### src/rtl/uart_pkg.sv
// Shared types and helpers for the configuration-link UART receiver.
package uart_pkg;

    localparam int unsigned UART_WIDTH_DEF = 18;
    localparam int unsigned UART_OSR_DEF   = 16;

    typedef enum logic [2:0] {
        ST_IDLE  = 3'd0,
        ST_START = 3'd1,
        ST_DATA  = 3'd2,
        ST_STOP  = 3'd3,
        ST_BREAK = 3'd4
    } uart_rx_state_t;

    // True when the XOR of all word bits equals the selected parity sense.
    // Narrower words are zero-extended by the caller, which leaves the XOR intact.
    function automatic logic parity_ok(input logic [31:0] word, input logic odd);
        return (^word) == odd;
    endfunction

endpackage

### src/rtl/sync_fifo.sv
// Show-ahead synchronous FIFO with registered head, valid flag and fill count.
module sync_fifo #(
    parameter int unsigned WIDTH = 18,
    parameter int unsigned DEPTH = 4
) (
    input  logic                           clk,
    input  logic                           reset_n,
    input  logic                           push,
    input  logic [WIDTH-1:0]               push_data,
    input  logic                           pop,
    output logic [WIDTH-1:0]               head,
    output logic                           valid,
    output logic [$clog2(DEPTH+1)-1:0]     count,
    output logic                           full_c
);

    localparam int unsigned AW = $clog2(DEPTH);
    localparam int unsigned PW = AW + 1;
    localparam int unsigned CW = $clog2(DEPTH + 1);

    logic [WIDTH-1:0] mem   [DEPTH];
    logic [WIDTH-1:0] mem_n [DEPTH];
    logic [PW-1:0]    wr_ptr, rd_ptr, wr_n, rd_n;
    logic             do_push, do_pop;

    // Pointer MSB differs with equal index bits only when full.
    assign full_c = (wr_ptr[AW-1:0] == rd_ptr[AW-1:0]) && (wr_ptr[PW-1] != rd_ptr[PW-1]);

    // Next storage and pointer values; a pop frees a slot for a same-cycle push.
    always_comb begin
        mem_n   = mem;
        wr_n    = wr_ptr;
        rd_n    = rd_ptr;
        do_pop  = pop && (wr_ptr != rd_ptr);
        do_push = push && (!full_c || do_pop);
        if (do_push) begin
            mem_n[wr_ptr[AW-1:0]] = push_data;
            wr_n                  = wr_ptr + PW'(1);
        end
        if (do_pop) begin
            rd_n = rd_ptr + PW'(1);
        end
    end

    // Storage, pointers and registered show-ahead outputs.
    always_ff @(posedge clk or negedge reset_n) begin
        if (!reset_n) begin
            mem    <= '{default: '0};
            wr_ptr <= '0;
            rd_ptr <= '0;
            head   <= '0;
            valid  <= 1'b0;
            count  <= '0;
        end else begin
            mem    <= mem_n;
            wr_ptr <= wr_n;
            rd_ptr <= rd_n;
            head   <= mem_n[rd_n[AW-1:0]];
            valid  <= (wr_n != rd_n);
            count  <= CW'(wr_n - rd_n);
        end
    end

endmodule

### src/rtl/uart_rx_fifo.sv
// Oversampled UART receiver with runt, parity and framing checks, feeding a
// show-ahead FIFO. Define UART_RX_MAJORITY_EN for 3-sample majority bit voting.
module uart_rx_fifo
    import uart_pkg::*;
#(
    parameter int unsigned WIDTH      = UART_WIDTH_DEF,
    parameter int unsigned OSR        = UART_OSR_DEF,
    parameter int unsigned DEPTH      = 4,
    parameter bit          PARITY_ODD = 1'b1
) (
    input  logic                       clk,
    input  logic                       reset_n,
    input  logic                       rx_in,
    output logic [WIDTH-1:0]           rx_data,
    output logic                       rx_valid,
    input  logic                       rx_ready,
    output logic [$clog2(DEPTH+1)-1:0] rx_count,
    output logic                       runt,
    output logic                       parity_err,
    output logic                       frame_err,
    output logic                       overrun
);

    localparam int unsigned CNT_W = $clog2(OSR + 1);
    localparam int unsigned BIT_W = $clog2(WIDTH);
`ifdef UART_RX_MAJORITY_EN
    localparam int unsigned START_TH = OSR / 2;
`else
    localparam int unsigned START_TH = OSR / 2 - 1;
`endif

    logic             sync1, line, line_q;
    logic             samp_c;
    uart_rx_state_t   state, state_n;
    logic [CNT_W-1:0] cnt, cnt_n;
    logic [BIT_W-1:0] bit_cnt, bit_n;
    logic [WIDTH-1:0] shreg, sh_n;
    logic             runt_n, parity_n, frame_n, overrun_n;
    logic             push_c, pop_c, full_c;

    // Two-flop synchroniser plus a delayed copy for falling-edge detection.
    always_ff @(posedge clk or negedge reset_n) begin
        if (!reset_n) begin
            sync1  <= 1'b1;
            line   <= 1'b1;
            line_q <= 1'b1;
        end else begin
            sync1  <= rx_in;
            line   <= sync1;
            line_q <= line;
        end
    end

`ifdef UART_RX_MAJORITY_EN
    logic [1:0] hist;

    // Two previous synchronised samples for the centre-1/centre/centre+1 vote.
    always_ff @(posedge clk or negedge reset_n) begin
        if (!reset_n) begin
            hist <= 2'b11;
        end else begin
            hist <= {hist[0], line};
        end
    end

    assign samp_c = (hist[1] & hist[0]) | (hist[1] & line) | (hist[0] & line);
`else
    assign samp_c = line;
`endif

    assign pop_c = rx_ready && rx_valid;

    // FSM, bit counters, shifter and registered error pulses.
    always_ff @(posedge clk or negedge reset_n) begin
        if (!reset_n) begin
            state      <= ST_IDLE;
            cnt        <= '0;
            bit_cnt    <= '0;
            shreg      <= '0;
            runt       <= 1'b0;
            parity_err <= 1'b0;
            frame_err  <= 1'b0;
            overrun    <= 1'b0;
        end else begin
            state      <= state_n;
            cnt        <= cnt_n;
            bit_cnt    <= bit_n;
            shreg      <= sh_n;
            runt       <= runt_n;
            parity_err <= parity_n;
            frame_err  <= frame_n;
            overrun    <= overrun_n;
        end
    end

    // Next-state decode: bit timing, sampling decisions and FIFO push.
    always_comb begin
        state_n   = state;
        cnt_n     = cnt;
        bit_n     = bit_cnt;
        sh_n      = shreg;
        runt_n    = 1'b0;
        parity_n  = 1'b0;
        frame_n   = 1'b0;
        overrun_n = 1'b0;
        push_c    = 1'b0;
        unique case (state)
            ST_IDLE: begin
                cnt_n = '0;
                if (line_q && !line) begin
                    state_n = ST_START;
                end
            end
            ST_START: begin
                cnt_n = cnt + CNT_W'(1);
                if (cnt == CNT_W'(START_TH)) begin
                    if (samp_c) begin
                        runt_n  = 1'b1;
                        state_n = ST_IDLE;
                    end else begin
                        cnt_n   = '0;
                        bit_n   = '0;
                        state_n = ST_DATA;
                    end
                end
            end
            ST_DATA: begin
                cnt_n = cnt + CNT_W'(1);
                if (cnt == CNT_W'(OSR - 1)) begin
                    cnt_n = '0;
                    sh_n  = {samp_c, shreg[WIDTH-1:1]};
                    if (bit_cnt == BIT_W'(WIDTH - 1)) begin
                        bit_n   = '0;
                        state_n = ST_STOP;
                    end else begin
                        bit_n = bit_cnt + BIT_W'(1);
                    end
                end
            end
            ST_STOP: begin
                cnt_n = cnt + CNT_W'(1);
                if (cnt == CNT_W'(OSR - 1)) begin
                    cnt_n = '0;
                    if (samp_c) begin
                        state_n = ST_IDLE;
                        if (!parity_ok(32'(shreg), PARITY_ODD)) begin
                            parity_n = 1'b1;
                        end else if (full_c && !pop_c) begin
                            overrun_n = 1'b1;
                        end else begin
                            push_c = 1'b1;
                        end
                    end else begin
                        frame_n = 1'b1;
                        state_n = ST_BREAK;
                    end
                end
            end
            ST_BREAK: begin
                cnt_n = '0;
                if (line) begin
                    state_n = ST_IDLE;
                end
            end
            default: begin
                state_n = ST_IDLE;
            end
        endcase
    end

    sync_fifo #(
        .WIDTH (WIDTH),
        .DEPTH (DEPTH)
    ) u_fifo (
        .clk       (clk),
        .reset_n   (reset_n),
        .push      (push_c),
        .push_data (shreg),
        .pop       (pop_c),
        .head      (rx_data),
        .valid     (rx_valid),
        .count     (rx_count),
        .full_c    (full_c)
    );

endmodule

### config.mk
export PLATFORM = sky130hd
export DESIGN_NAME = uart_rx_fifo
export DESIGN_NICKNAME = d
export VERILOG_FILES = /design/src/rtl/uart_pkg.sv /design/src/rtl/sync_fifo.sv /design/src/rtl/uart_rx_fifo.sv
export SDC_FILE = /design/constraint.sdc
export NUM_CORES = 1
export LEC_CHECK = 0
export ABC_CLOCK_PERIOD_IN_PS = 4250
export BUFFER_PORTS_ARGS = -buffer_cell sky130_fd_sc_hd__buf_4
export CAP_MARGIN = 20
export CORE_MARGIN = 2
export CORE_UTILIZATION = 60
export DETAILED_ROUTE_END_ITERATION = 10
export GPL_TIMING_DRIVEN = 0
export PLACE_DENSITY = 0.82
export SYNTH_ARGS = -nofsm -noshare
export SYNTH_HDL_FRONTEND = slang
export SYNTH_HIERARCHICAL = 1
export SYNTH_SLANG_ARGS = --single-unit
### constraint.sdc
create_clock -name clk -period 4.25 [get_ports clk]
set_input_delay 0.2125 -clock clk [delete_from_list [all_inputs] [get_ports clk]]
set_output_delay 0.2125 -clock clk [all_outputs]
set_load 0.01 [all_outputs]
# Word-level counts from Yosys, hierarchy flattened
# Index checks and enable logic that the tools add are counted.
[totals]
input_bits = 4
register_bits = 138
[op_classes]
bitwise_logic = 2
n_reduce_logical = 20
n_mux = 47
eq_ne = 18
addsub = 5
order_cmp = 3
[op_table]
columns = ["operator", "n"]
rows = [
  ["$bwmux W72", 1],
  ["$mux W72", 1],
  ["$mux W18", 3],
  ["$bmux W18 S2", 1],
  ["$demux W18 S2", 1],
  ["$mux W5", 7],
  ["$reduce_xor A32 Y1", 1],
  ["$mux W3", 9],
  ["$mux W1", 20],
  ["$pmux W3 S5", 1],
  ["$pmux W5 S3", 1],
  ["$ne A2 B2 Y1 const B", 7],
  ["$add A5 B1 Y5 const B", 2],
  ["$pmux W5 S2", 1],
  ["$logic_and A1 B1 Y1", 7],
  ["$add A3 B1 Y3 const B", 2],
  ["$eq A3 B2 Y1 const B", 2],
  ["$ge A3 B3 Y1 const B", 2],
  ["$ne A3 B3 Y1", 2],
  ["$not A2 Y3", 2],
  ["$reduce_and A6 Y1", 1],
  ["$eq A5 B3 Y1 const B", 1],
  ["$eq A5 B4 Y1 const B", 1],
  ["$eq A5 B5 Y1 const B", 1],
  ["15 further kinds", 18],
]

# Depth between registers and ports, before layout
[depth]
ltp_word = 13
ltp_mapped = 12
ltp_nobuf = 11

# Modules after synthesis
# The synthesis kept the hierarchy.
[modules_own_cells]
columns = ["mod", "area_each_um2", "seq_area_each_um2", "cells_per_inst", "n_inst"]
rows = [
  ["sync_fifo", 4230.3, 2502.4, 246, 1],
  ["uart_rx_fifo", 1903.1, 954.7, 158, 1],
]

# Worst setup path before layout
# No wires, ideal clock.
[synth_timing]
path_type = "register -> register"
startpoint = "register shreg[14]"
endpoint = "register u_fifo.head[10]"
setup_time_ps = 138
arrival_ps = 3370
stages_incl_launch_ff = 11
n_path_buf = 1
path_slack_ps = 741
cell_sequence = "dfrtp_1 xor2_1 xnor2_1 xnor3_1 xnor2_1 nor3b_1 and2_1 o41ai_4 buf_6 mux2_2 mux4_2"
[synth_lines]
columns = ["item", "line", "source"]
rows = [
  ["from (decl)", "uart_rx_fifo.sv:37", "logic [WIDTH-1:0] shreg, sh_n;"],
  ["from (signal assigned)", "uart_rx_fifo.sv:88", "shreg <= sh_n;"],
  ["to (signal assigned)", "sync_fifo.sv:58", "head <= mem_n[rd_n[AW-1:0]];"],
  ["to (decl)", "sync_fifo.sv:11", "output logic [WIDTH-1:0] head,"],
]

==> results by group <==
Global route
  • First-pass GRT wire length: 18300 um
  • GRT Overall Usage: a little over a fifth
  • Vias in the first global route: 3638
  • Total congestion overflow: 0
  • Largest net degree at the start of global routing: roughly 100
  • Initial antenna violation count: 0

Synth
  • Netlist Area Pre-Place: 6130 sq um
  • Syn Nets: 421
  • Synth cell types: 53
  • Number of synthesized flops with an enable pin: 0
  • Top_reg_cell synth: dfrtp_1
  • Yosys Warn Count: 6
  • Mapped Cells: 404
  • Seq cells post-synth: about 140
  • Synth area leader: dfrtp_1
  • Area share of the largest cell type after synthesis: 55.1%
  • Fraction of registers with async set/reset: 100%
  • Post-synthesis sequential area ratio: 56.4%
  • Post-synthesis average cell area: 15.2 sq um
  • Top cells by area, synth: dfrtp_1, mux2_2, mux4_2

Floorplan
  • Die Ht: 105 um
  • Rows: 36
  • Die W: 105 um
  • Num ports: 30
  • Total core area: 9860 sq um
  • Initial core utilization: about 62%
  • Die Area: about 11000 sq um

Run
  • Max Cap Viol: 0

Setup path
  • Worst Setup SP: shreg[17]
  • WP data arrival: 3770 ps
  • Worst setup EP type: register
  • Max FO, Critical Path: 10
  • Worst r2r src: shreg[17]
  • Critical Path Start Type: register
  • Worst EP required: 4630 ps
  • Flop2flop setup slack: 860 ps
  • Crit Path Class: reg2reg
  • Worst R2R End: u_fifo/head[16]
  • R2R cell count: 10

STA
  • Fin. max-slew vios: 0
  • Tmin final: 3390 ps
  • Slew @ Worst Pin: just under 1000 ps
  • Setup violations, final: 0
  • Max Freq: 0.295 GHz
  • Final setup TNS: 0 ps
  • Fin. Hold Viols: 0
  • Slew headroom: 35.4%
  • Unrepaired setup endpoints after global routing: false
  • Clock skew: between 10 and 15 ps
  • Period utilization: 79.8%

Pwr
  • Worst vdd ir: between 300 and 400 uV
  • PD cells: 508 nW/um^2
  • Leak Pwr: 3.47 nW

Layout
  • Area grow syn2layout: 16.5%
  • NumNets Final: 473
  • Fin area: around 7000 sq um
  • Share of post-route cells with drive strength above 1: between 40% and 50%
  • Antenna cells: 0

Placement
  • DP Wirelength: 6810 um
  • I/O Buffers: 29
  • Post-DP Area: around 6500 sq um
  • Routability cong.: 0.796

CTS
  • Root Buffer: clkbuf_8
  • Post-CTS Setup Inserts: 0
  • Clock slew at the register clock pins of the worst setup and hold paths: about 70 ps
  • # clock sinks: 138
  • Clk buf depth: 2
  • Worst skew pair latency: 510 ps
  • CTS tree: yes
  • Htree depth: 4
  • CTS buffer count: 17

Route
  • Wire length per cell: roughly 18 um
  • Vias per cell: between 5 and 6
  • Antenna Nets Post-Route: 0
  • Remaining routing DRC violations: 0
  • First drt pass iteration count: 4
  • Routed WL: 10700 um
  • Vias: 3436
  • DR iter-0 viols: between 100 and 150

Status
  • Status: finished, final reports clean

Worst hold path
  • HP Class: in2async
==> power by group <==
group / internal (W) / switching, W / leakage, nW
combinational: 0.000331 / 0.000434 / 1.31
clock: 0.000857 / 0.000556 / 0.269
sequential: 0.00139 / 0.0000647 / 1.89
total: 0.00258 / 0.00105 / 3.47
==> repair_timing <==
action | 4_1_cts | 5_1_grt
hold buffers | 2 | 0
gates resized for setup | 0 | 0
endpoints found under the setup margin | 0 | 0
hold endpoints to repair | 37 | 0
==> final cells by class <==
cell class | instances | area [sq um]
flip-flops and latches | 138 | 3460
fillers | 655 | 2720
multi-input cells | 240 | 2510
clock buffers | 20 | 435
repair buffers | 33 | 274
well taps | 133 | 166
clock inverters | 12 | 139
plain buffers | 16 | 130
inverters | 10 | 37.5
==> routing by layer <==
metal | part of all wire, % | GRT usage (%) | up-vias
li1 | - | - | 1574
met1 | 44 | 28.3 | 1799
met2 | 52 | 35.3 | 52
met3 | 2.7 | 4.43 | 11
met4 | 1.1 | 8.38 | 0
met5 | 0 | 0 | -
==> critical path, cell delays in order (launching register included) <==
cell	delay, ps
dfrtp_1	470
xor2_1	190
xnor2_1	200
xnor3_1	460
xnor2_1	180
nor3b_1	270
buf_2	260
nand3_4	190
buf_6	220
mux2_1	340
mux4_2	470
==> layout by cell type (no fill, tap or decap), types with 3 or more instances in the layout <==
| cell type | instances |
|---|---|
| nand2_1 | 12 |
| nor3_1 | 5 |
| dfrtp_1 | 135 |
| clkbuf_16 | 16 |
| clkbuf_1 | 4 |
| clkinvlp_4 | 4 |
| nand3_1 | 6 |
| inv_6 | 4 |
| dfstp_2 | 3 |
| nand3_4 | 3 |
| nor2_1 | 10 |
| buf_6 | 9 |
| xnor2_1 | 22 |
| nor2b_1 | 3 |
| mux2_2 | 89 |
| ha_1 | 12 |
| o21ai_0 | 3 |
| inv_1 | 10 |
| xor2_1 | 5 |
| buf_2 | 6 |
| buf_4 | 29 |
| mux4_2 | 18 |
| a21oi_1 | 9 |
==> Yosys cell counts, types with 2 or more instances <==
library cell,n
buf_6,8
mux2_2,89
clkbuf_1,2
inv_1,10
ha_1,12
dfrtp_1,135
nand3_4,3
nand4_1,2
xnor2_1,22
nand2b_1,2
and2_1,2
nor2_1,10
a21o_1,2
nor3b_1,2
xor2_1,5
o21ai_0,3
mux2_1,2
mux4_2,18
nor2b_1,3
buf_2,5
a21oi_1,9
a221oi_1,2
nor3_2,2
nor3_1,5
o31ai_1,2
nand2_1,12
dfstp_2,3
nand3_1,6
a211oi_1,2
==> how the worst max path moves through the flow <==
| stage | to | depth (start not counted) |
|---|---|---|
| detailed placement | u_fifo/head[8] | 10 |
| global placement | u_fifo/head[8] | 10 |
| CTS | u_fifo/head[8] | 10 |
| finish | u_fifo/head[16] | 10 |
| global route | u_fifo/head[16] | 11 |
| floorplan | u_fifo/head[10] | 10 |
==> registers in the layout (all words and copies together) (netlist names) <==
signal         count
parity_err         1
line_q             1
shreg             18
bit_cnt            5
u_fifo/valid       1
runt               1
line               1
u_fifo/rd_ptr      3
sync1              1
u_fifo/wr_ptr      3
state              3
overrun            1
u_fifo/count       3
frame_err          1
u_fifo/head       18
cnt                5
u_fifo/mem        72
==> logic make-up (layout without fill, tap and decap cells) <==
group | Yosys count | count (layout) | synth area share [%]
DFF | 138 | 138 | 56.4
muxes | 110 | 110 | 23.5
and+or+nand+nor | 55 | 55 | 5.98
AOI/OAI and AO/OA | 32 | 32 | 3.92
xor gates and xnor gates | 30 | 30 | 4.75
buffers and inverters | 26 | 91 | 2.73
adders and majority gates | 13 | 13 | 2.77
==> stage by stage <==
stage / hold slack [ps] / total power, W / util, % / instances / worst slack [ps]
detailed placement: 133 / 0.00224 / 66.4 / 567 / 243
floorplan: -83.1 / 0.00203 / - / 404 / 741
CTS: 159 / 0.00366 / 72.4 / 601 / 178
global route: 168 / 0.00381 / 72.5 / 602 / 623
finish: 160 / 0.00363 / 72.5 / 602 / 857
global placement: 323 / 0.00220 / 66.1 / 566 / 339
(Power assumes the default switching activity.)
